<file path="src/rtl/ram_loader_pkg.sv">
// ram_loader_pkg
// Shared definitions for the RAM stream loader: FSM state encoding and
// geometry of the on-chip program RAM (32-bit words, byte-enabled).
// Ports: none (package).
package ram_loader_pkg;

    localparam int RAM_DEPTH  = 10240;
    localparam int RAM_ADDR_W = 14;
    localparam int RAM_DATA_W = 32;
    localparam int RAM_BE_W   = 4;

    typedef enum logic [1:0] {
        IDLE    = 2'd0,
        COLLECT = 2'd1,
        WRITE   = 2'd2,
        DONE    = 2'd3
    } state_t;

endpackage

</file>
<file path="src/rtl/ram_stream_loader_byte_packer.sv">
// byte_packer
// Packs bytes little-endian into one RAM word and tracks which lanes hold
// data. Lane 0 lands in bits 7:0.
// Ports:
//   clk, reset   clock, asynchronous active-high reset
//   load         place byte_in into the current lane and advance the lane
//   clear        empty the buffer: lane counter, word and mask back to 0
//   byte_in      byte to place
//   lane         current lane counter (0..3)
//   word         packed word; unfilled lanes read 0
//   byte_en      pending-enable mask, one bit per filled lane
module byte_packer
    import ram_loader_pkg::*;
(
    input  logic                  clk,
    input  logic                  reset,
    input  logic                  load,
    input  logic                  clear,
    input  logic [7:0]            byte_in,
    output logic [1:0]            lane,
    output logic [RAM_DATA_W-1:0] word,
    output logic [RAM_BE_W-1:0]   byte_en
);

    logic [1:0]            lane_q, lane_d;
    logic [RAM_DATA_W-1:0] word_q, word_d;
    logic [RAM_BE_W-1:0]   be_q,   be_d;

    always_comb begin
        lane_d = lane_q;
        word_d = word_q;
        be_d   = be_q;
        // Clear wins so a partial word never leaks stale bytes into the next one.
        if (clear) begin
            lane_d = '0;
            word_d = '0;
            be_d   = '0;
        end else if (load) begin
            word_d[{lane_q, 3'b000} +: 8] = byte_in;
            be_d[lane_q]                  = 1'b1;
            lane_d                        = lane_q + 2'd1;
        end
    end

    always_ff @(posedge clk or posedge reset) begin
        if (reset) begin
            lane_q <= '0;
            word_q <= '0;
            be_q   <= '0;
        end else begin
            lane_q <= lane_d;
            word_q <= word_d;
            be_q   <= be_d;
        end
    end

    assign lane    = lane_q;
    assign word    = word_q;
    assign byte_en = be_q;

endmodule

</file>
<file path="src/rtl/ram_stream_loader.sv">
// ram_stream_loader
// Loads a byte stream into the program RAM without the CPU: bytes are packed
// little-endian into 32-bit words written to consecutive word addresses.
// Optional feature macro: RAM_STREAM_LOADER_CHECKSUM_EN adds a 32-bit running
// byte sum output (checksum), cleared on start, valid when done pulses.
// Ports:
//   clk, reset          clock, asynchronous active-high reset
//   start               begin a load (sampled only while idle)
//   base_addr           first word address, latched on start
//   len_bytes           image length in bytes, latched on start
//   s_data/s_valid/s_ready  byte stream (valid/ready)
//   mem_grant           arbiter grants the RAM port this cycle
//   m_address, m_byteenable, m_writedata, m_chipselect, m_write  RAM write port
//   busy                load in progress
//   done                one-cycle pulse at load end
//   err_overflow        sticky: image ran past the last RAM word
module ram_stream_loader
    import ram_loader_pkg::*;
#(
    parameter int ADDR_W = RAM_ADDR_W,
    parameter int DEPTH  = RAM_DEPTH,
    parameter int LEN_W  = 16
) (
    input  logic                  clk,
    input  logic                  reset,
    input  logic                  start,
    input  logic [ADDR_W-1:0]     base_addr,
    input  logic [LEN_W-1:0]      len_bytes,
    input  logic [7:0]            s_data,
    input  logic                  s_valid,
    output logic                  s_ready,
    input  logic                  mem_grant,
    output logic [ADDR_W-1:0]     m_address,
    output logic [RAM_BE_W-1:0]   m_byteenable,
    output logic [RAM_DATA_W-1:0] m_writedata,
    output logic                  m_chipselect,
    output logic                  m_write,
    output logic                  busy,
    output logic                  done,
    output logic                  err_overflow
`ifdef RAM_STREAM_LOADER_CHECKSUM_EN
    ,
    output logic [31:0]           checksum
`endif
);

    localparam logic [ADDR_W-1:0] LAST_ADDR = ADDR_W'(DEPTH - 1);

    state_t            state_q,   state_d;
    logic [ADDR_W-1:0] addr_q,    addr_d;
    logic [LEN_W-1:0]  remain_q,  remain_d;
    logic              err_q,     err_d;
    logic              busy_q,    busy_d;
    logic              done_q,    done_d;
    logic              s_ready_q, s_ready_d;

    logic                  accept;
    logic                  strobe;
    logic                  pk_clear;
    logic [1:0]            pk_lane;
    logic [RAM_DATA_W-1:0] pk_word;
    logic [RAM_BE_W-1:0]   pk_be;

    // s_ready_q is 1 exactly when the FSM is in COLLECT.
    assign accept = s_ready_q && s_valid;
    // The strobe must follow the grant in the same cycle, so it is decoded
    // from the registered state and the live grant.
    assign strobe = (state_q == WRITE) && mem_grant;

    byte_packer u_packer (
        .clk     (clk),
        .reset   (reset),
        .load    (accept),
        .clear   (pk_clear),
        .byte_in (s_data),
        .lane    (pk_lane),
        .word    (pk_word),
        .byte_en (pk_be)
    );

    always_comb begin
        state_d  = state_q;
        addr_d   = addr_q;
        remain_d = remain_q;
        err_d    = err_q;
        pk_clear = 1'b0;
        case (state_q)
            IDLE: begin
                if (start) begin
                    addr_d   = base_addr;
                    remain_d = len_bytes;
                    err_d    = 1'b0;
                    pk_clear = 1'b1;
                    if (len_bytes == '0) begin
                        state_d = DONE;
                    end else if (base_addr > LAST_ADDR) begin
                        err_d   = 1'b1;
                        state_d = DONE;
                    end else begin
                        state_d = COLLECT;
                    end
                end
            end
            COLLECT: begin
                if (accept) begin
                    if (remain_q != '0) begin
                        remain_d = remain_q - LEN_W'(1);
                    end
                    // Word full or image exhausted: flush what we have.
                    if (pk_lane == 2'd3 || remain_q == LEN_W'(1)) begin
                        state_d = WRITE;
                    end
                end
            end
            WRITE: begin
                if (mem_grant) begin
                    pk_clear = 1'b1;
                    if (remain_q == '0) begin
                        state_d = DONE;
                    end else if (addr_q == LAST_ADDR) begin
                        // Never wrap: stop and leave the rest of the stream alone.
                        err_d   = 1'b1;
                        state_d = DONE;
                    end else begin
                        addr_d  = addr_q + ADDR_W'(1);
                        state_d = COLLECT;
                    end
                end
            end
            DONE: begin
                state_d = IDLE;
            end
            default: begin
                state_d = IDLE;
            end
        endcase
    end

    // Status outputs are registered from the next state so they line up
    // with the state register.
    always_comb begin
        busy_d    = (state_d == COLLECT) || (state_d == WRITE);
        done_d    = (state_d == DONE);
        s_ready_d = (state_d == COLLECT);
    end

    always_ff @(posedge clk or posedge reset) begin
        if (reset) begin
            state_q   <= IDLE;
            addr_q    <= '0;
            remain_q  <= '0;
            err_q     <= 1'b0;
            busy_q    <= 1'b0;
            done_q    <= 1'b0;
            s_ready_q <= 1'b0;
        end else begin
            state_q   <= state_d;
            addr_q    <= addr_d;
            remain_q  <= remain_d;
            err_q     <= err_d;
            busy_q    <= busy_d;
            done_q    <= done_d;
            s_ready_q <= s_ready_d;
        end
    end

`ifdef RAM_STREAM_LOADER_CHECKSUM_EN
    logic [31:0] checksum_q, checksum_d;

    always_comb begin
        checksum_d = checksum_q;
        if (state_q == IDLE && start) begin
            checksum_d = '0;
        end else if (accept) begin
            checksum_d = checksum_q + {24'd0, s_data};
        end
    end

    always_ff @(posedge clk or posedge reset) begin
        if (reset) begin
            checksum_q <= '0;
        end else begin
            checksum_q <= checksum_d;
        end
    end

    assign checksum = checksum_q;
`endif

    assign s_ready      = s_ready_q;
    assign busy         = busy_q;
    assign done         = done_q;
    assign err_overflow = err_q;
    assign m_address    = addr_q;
    assign m_writedata  = pk_word;
    assign m_byteenable = pk_be;
    assign m_chipselect = strobe;
    assign m_write      = strobe;

endmodule

</file>
<file path="config.mk">
export PLATFORM = sky130hd
export DESIGN_NAME = ram_stream_loader
export DESIGN_NICKNAME = d
export VERILOG_FILES = /design/src/rtl/ram_loader_pkg.sv /design/src/rtl/ram_stream_loader_byte_packer.sv /design/src/rtl/ram_stream_loader.sv
export SDC_FILE = /design/constraint.sdc
export NUM_CORES = 1
export LEC_CHECK = 0
export BUFFER_PORTS_ARGS = -buffer_cell sky130_fd_sc_hd__buf_2
export CAP_MARGIN = 20
export CELL_PAD_IN_SITES_DETAIL_PLACEMENT = 0
export CELL_PAD_IN_SITES_GLOBAL_PLACEMENT = 1
export CORE_ASPECT_RATIO = 1.2
export CORE_MARGIN = 2
export CORE_UTILIZATION = 40
export DETAILED_ROUTE_END_ITERATION = 7
export PLACE_DENSITY_LB_ADDON = 0.1
export SLEW_MARGIN = 40
export SYNTH_ARGS = -nofsm -noshare
export SYNTH_HDL_FRONTEND = slang
export SYNTH_SLANG_ARGS = --single-unit
</file>
<file path="constraint.sdc">
create_clock -name clk -period 3.14 [get_ports clk]
set_clock_uncertainty 0.2 [all_clocks]
set_input_delay 0.314 -clock clk [delete_from_list [all_inputs] [get_ports clk]]
set_output_delay 0.314 -clock clk [all_outputs]
set_load 0.01 [all_outputs]
</file>
==> results.sh <==
export IMPL_rows=39
export IMPL_synth_compound_area_share_pct=21.9
export IMPL_clockBufferDepth=2
export IMPL_ant_nets=0
export IMPL_rsz0062_at_grt="no"
export IMPL_slew_viol_final=0
export IMPL_synthAdderAreaFrac_pct=4.49
export IMPL_synth_warnings=0
export IMPL_place_inst=614
export IMPL_drt_vias_per_instance=5.70
export IMPL_relSlewSlack_pct=50.4
export IMPL_clk_latency_ns=0.33
export IMPL_worstMarginPinSlew_ns=0.744
export IMPL_hold_violations=0
export IMPL_worstPathMaxFanout=7
export IMPL_muxShareOfSynthArea_pct=0.545
export IMPL_cts_tree="built"
export IMPL_avgSynthCellArea_um2=9.74
export IMPL_worst_ir_drop_vdd_uv=362
export IMPL_numCtsBuffers=9
export IMPL_start_util_pct=41.0
export IMPL_drive_above_1_share_pct=29.0
export IMPL_clockPowerShare_pct=25.1
export IMPL_final_period_utilization_pct=82.1
export IMPL_syn_area_mm2=0.00390
export IMPL_ys_flop_type="dfrtp_1"
export IMPL_area_growth_pct=25.3
export IMPL_synth_top_family_by_area="simple AND/OR/NAND/NOR gates"
export IMPL_cts_max_level=3
export IMPL_drc=0
export IMPL_power_density_mw_per_mm2=904
export IMPL_switching_share_pct=40.2
export IMPL_synthCells=401
export IMPL_root_buffer="clkbuf_16"
export IMPL_setup_viol_count_final=0
export IMPL_port_buffers=98
export IMPL_grt_pass1_wl_mm=18.2
export IMPL_gp_congestion=0.870
export IMPL_timing_hold_ws_ns=0.00124
export IMPL_fmax_ghz=0.388
export IMPL_p_leak_nw=2.28
export IMPL_hpwl_mm=7.96
export IMPL_p_seq_share_pct=37.3
export IMPL_cap_violations=0
export IMPL_ys_ff_latch=74
export IMPL_path_cells="inv_1, ha_1, nor4b_1, nand4_1, a21boi_1, a21o_1, o221a_2, ha_1, inv_1"
export IMPL_antenna_found_initial=0
export IMPL_wl_per_cell_um=17.2
export IMPL_vias=3591
export IMPL_cp_end_kind="flop"
export IMPL_path_class="reg2reg"
export IMPL_clkTransAtPathRegs_ns=0.06
export IMPL_synthesis_nets=458
export IMPL_critPathMaxStageDelay_ns=0.41
export IMPL_ctsResizeCount=0
export IMPL_cts_sinks=74
export IMPL_total_power_mw=4.42
export IMPL_cpMaxStageDelayCell="dfrtp_1"
export IMPL_yosysSeqAreaShare_pct=47.4
export IMPL_grt_pass1_vias=3504
export IMPL_grt_usage_pct=21.7
export IMPL_utilization_pct=51.4
export IMPL_combPwrFrac_pct=37.6
export IMPL_p_sw_mw=1.78
export IMPL_grt_ovfl_total=0
export IMPL_dieArea_mm2=0.0106
export IMPL_synth_xor_area_share_pct=0.224
export IMPL_synthSimpleGateAreaFrac_pct=22.2
export IMPL_final_cells=630
export IMPL_die_width_um=94.2
export IMPL_grt_max_degree=49
export IMPL_hp_class="in2reg"
export IMPL_synth_edf_count=0
export IMPL_arrival_ns=2.61
export IMPL_num_nets_final=560
export IMPL_status="finished clean"
export IMPL_diodes=0
export IMPL_p_int_mw=2.64
export IMPL_drt_iter0_drc=177
export IMPL_finalSetupTns_ns=0
export IMPL_async_reset_ff_share_pct=100
export IMPL_placeableCoreArea_mm2=0.00952
export IMPL_start_kind="flop"
export IMPL_period_needed_ns=2.58
export IMPL_synth_cell_types=61
export IMPL_ioPinCount=99
export IMPL_drt_total_wl_mm=10.8
export IMPL_crit_required_ns=3.17
export IMPL_die_h_um=112
export IMPL_firstDrtPassIters=4
## cells by family after synthesis
logic type               count (synthesis)
AO/OA/AOI/OAI                          128
XOR/XNOR                                 1
adder cells (fa/ha/maj)                 14
buffers and inverters                   28
flip-flops                              74
multiplexers                             2
AND/OR/NAND/NOR                        154
## cell type report
type	count	area, um2
Sequential cell	74	1850
Clock buffer	10	239
Tap cell	123	154
Multi-Input combinational cell	299	1940
Fill cell	925	4620
Clock inverter	5	78.8
Timing Repair Buffer	110	596
Inverter	9	33.8
## path summary, 6_finish.rpt
| check | startpoint | end | slack [ns] | cells past startpoint |
|---|---|---|---|---|
| max | remain_q[0]$_DFFE_PP0P_ | busy$_DFF_PP0_ | 0.56 | 9 |
| min | base_addr[2] | m_address[2]$_DFFE_PP0P_ | 0.001 | 2 |
| max reg2reg | remain_q[0]$_DFFE_PP0P_ | busy$_DFF_PP0_ | 0.56 | 9 |
| min reg2reg | u_packer.byte_en[0]$_DFFE_PP0P_ | u_packer.byte_en[0]$_DFFE_PP0P_ | 0.29 | 2 |
| max in group asynchronous | reset | u_packer.word[25]$_DFFE_PP0P_ | 1.65 | 4 |
| min in group asynchronous | reset | u_packer.word[2]$_DFFE_PP0P_ | 0.41 | 3 |
## what timing repair did
item	CTS	global route
endpoints found under the setup margin	0	0
buffers inserted	0	0
hold buffers	1	0
endpoints found under the hold margin	26	0
## cell usage in the layout (no fill, tap or decap), types with 7 or more instances in the layout
cell	count
nor3_1	17
o21ai_0	16
nor4_1	9
inv_1	8
o22ai_1	7
a21oi_1	42
dfrtp_1	74
a22o_1	24
buf_2	98
nand2b_1	9
nand3_1	11
clkbuf_16	9
a22oi_1	9
nand2_1	30
ha_1	14
nand4_1	11
nor2_1	30
buf_4	10
## stage by stage
stage	area, um2	worst slack (ns)
final	4890	0.561
after global routing	4890	0.386
after CTS	4890	0.535
after detailed placement	4560	0.558
after global placement	4560	0.664
after floorplan	3900	0.744
## worst max-delay path: cells and delay by family (launching register included)
| family | cells | cell delay (ns) |
|---|---|---|
| buf+inv | 2 | 0.17 |
| fa+ha+maj | 2 | 0.42 |
| compound gates | 3 | 0.66 |
| flops | 1 | 0.41 |
| simple gates | 2 | 0.62 |
## power groups by stage
stage	sequential (mW)	combinational [mW]	clock, mW
2_1_floorplan	1.67	1.06	0
6_report	1.65	1.66	1.11
4_1_cts	1.64	1.68	1.13
3_3_place_gp	1.65	1.64	0
3_5_place_dp	1.66	1.67	0
5_1_grt	1.71	1.90	1.18
## state kept, by name, summed over array words and instances, names as in the netlist
register and flops:
m_address 14, u_packer.word 32, u_packer.lane 2, remain_q 16
done 1, s_ready 1, busy 1, err_overflow 1
u_packer.byte_en 4, state_q 2
## cells in the mapped netlist, drive strengths merged (9+ instances only)
cell    number  area share (%)
nand3       13             1.9
nand2b       9             1.4
nand2       30             2.9
nor3        19             2.7
nor2        31             3.0
nand4       11             1.8
a21oi       43             5.5
o21ai       16             2.1
inv          9            0.87
clkbuf      11             1.1
nor4        13             3.2
dfrtp       74              47
a22oi        9             1.7
a22o        24             5.4
ha          14             4.5
## metal layers
layer | GRT usage [%] | vias to the layer above | share of wire [%]
met5 | 0 | - | 0
met1 | 29.7 | 1742 | 45
li1 | - | 1721 | -
met2 | 34.7 | 116 | 48
met3 | 4.70 | 12 | 5.0
met4 | 5.99 | 0 | 1.6
Power figures use the tool's default switching activity.
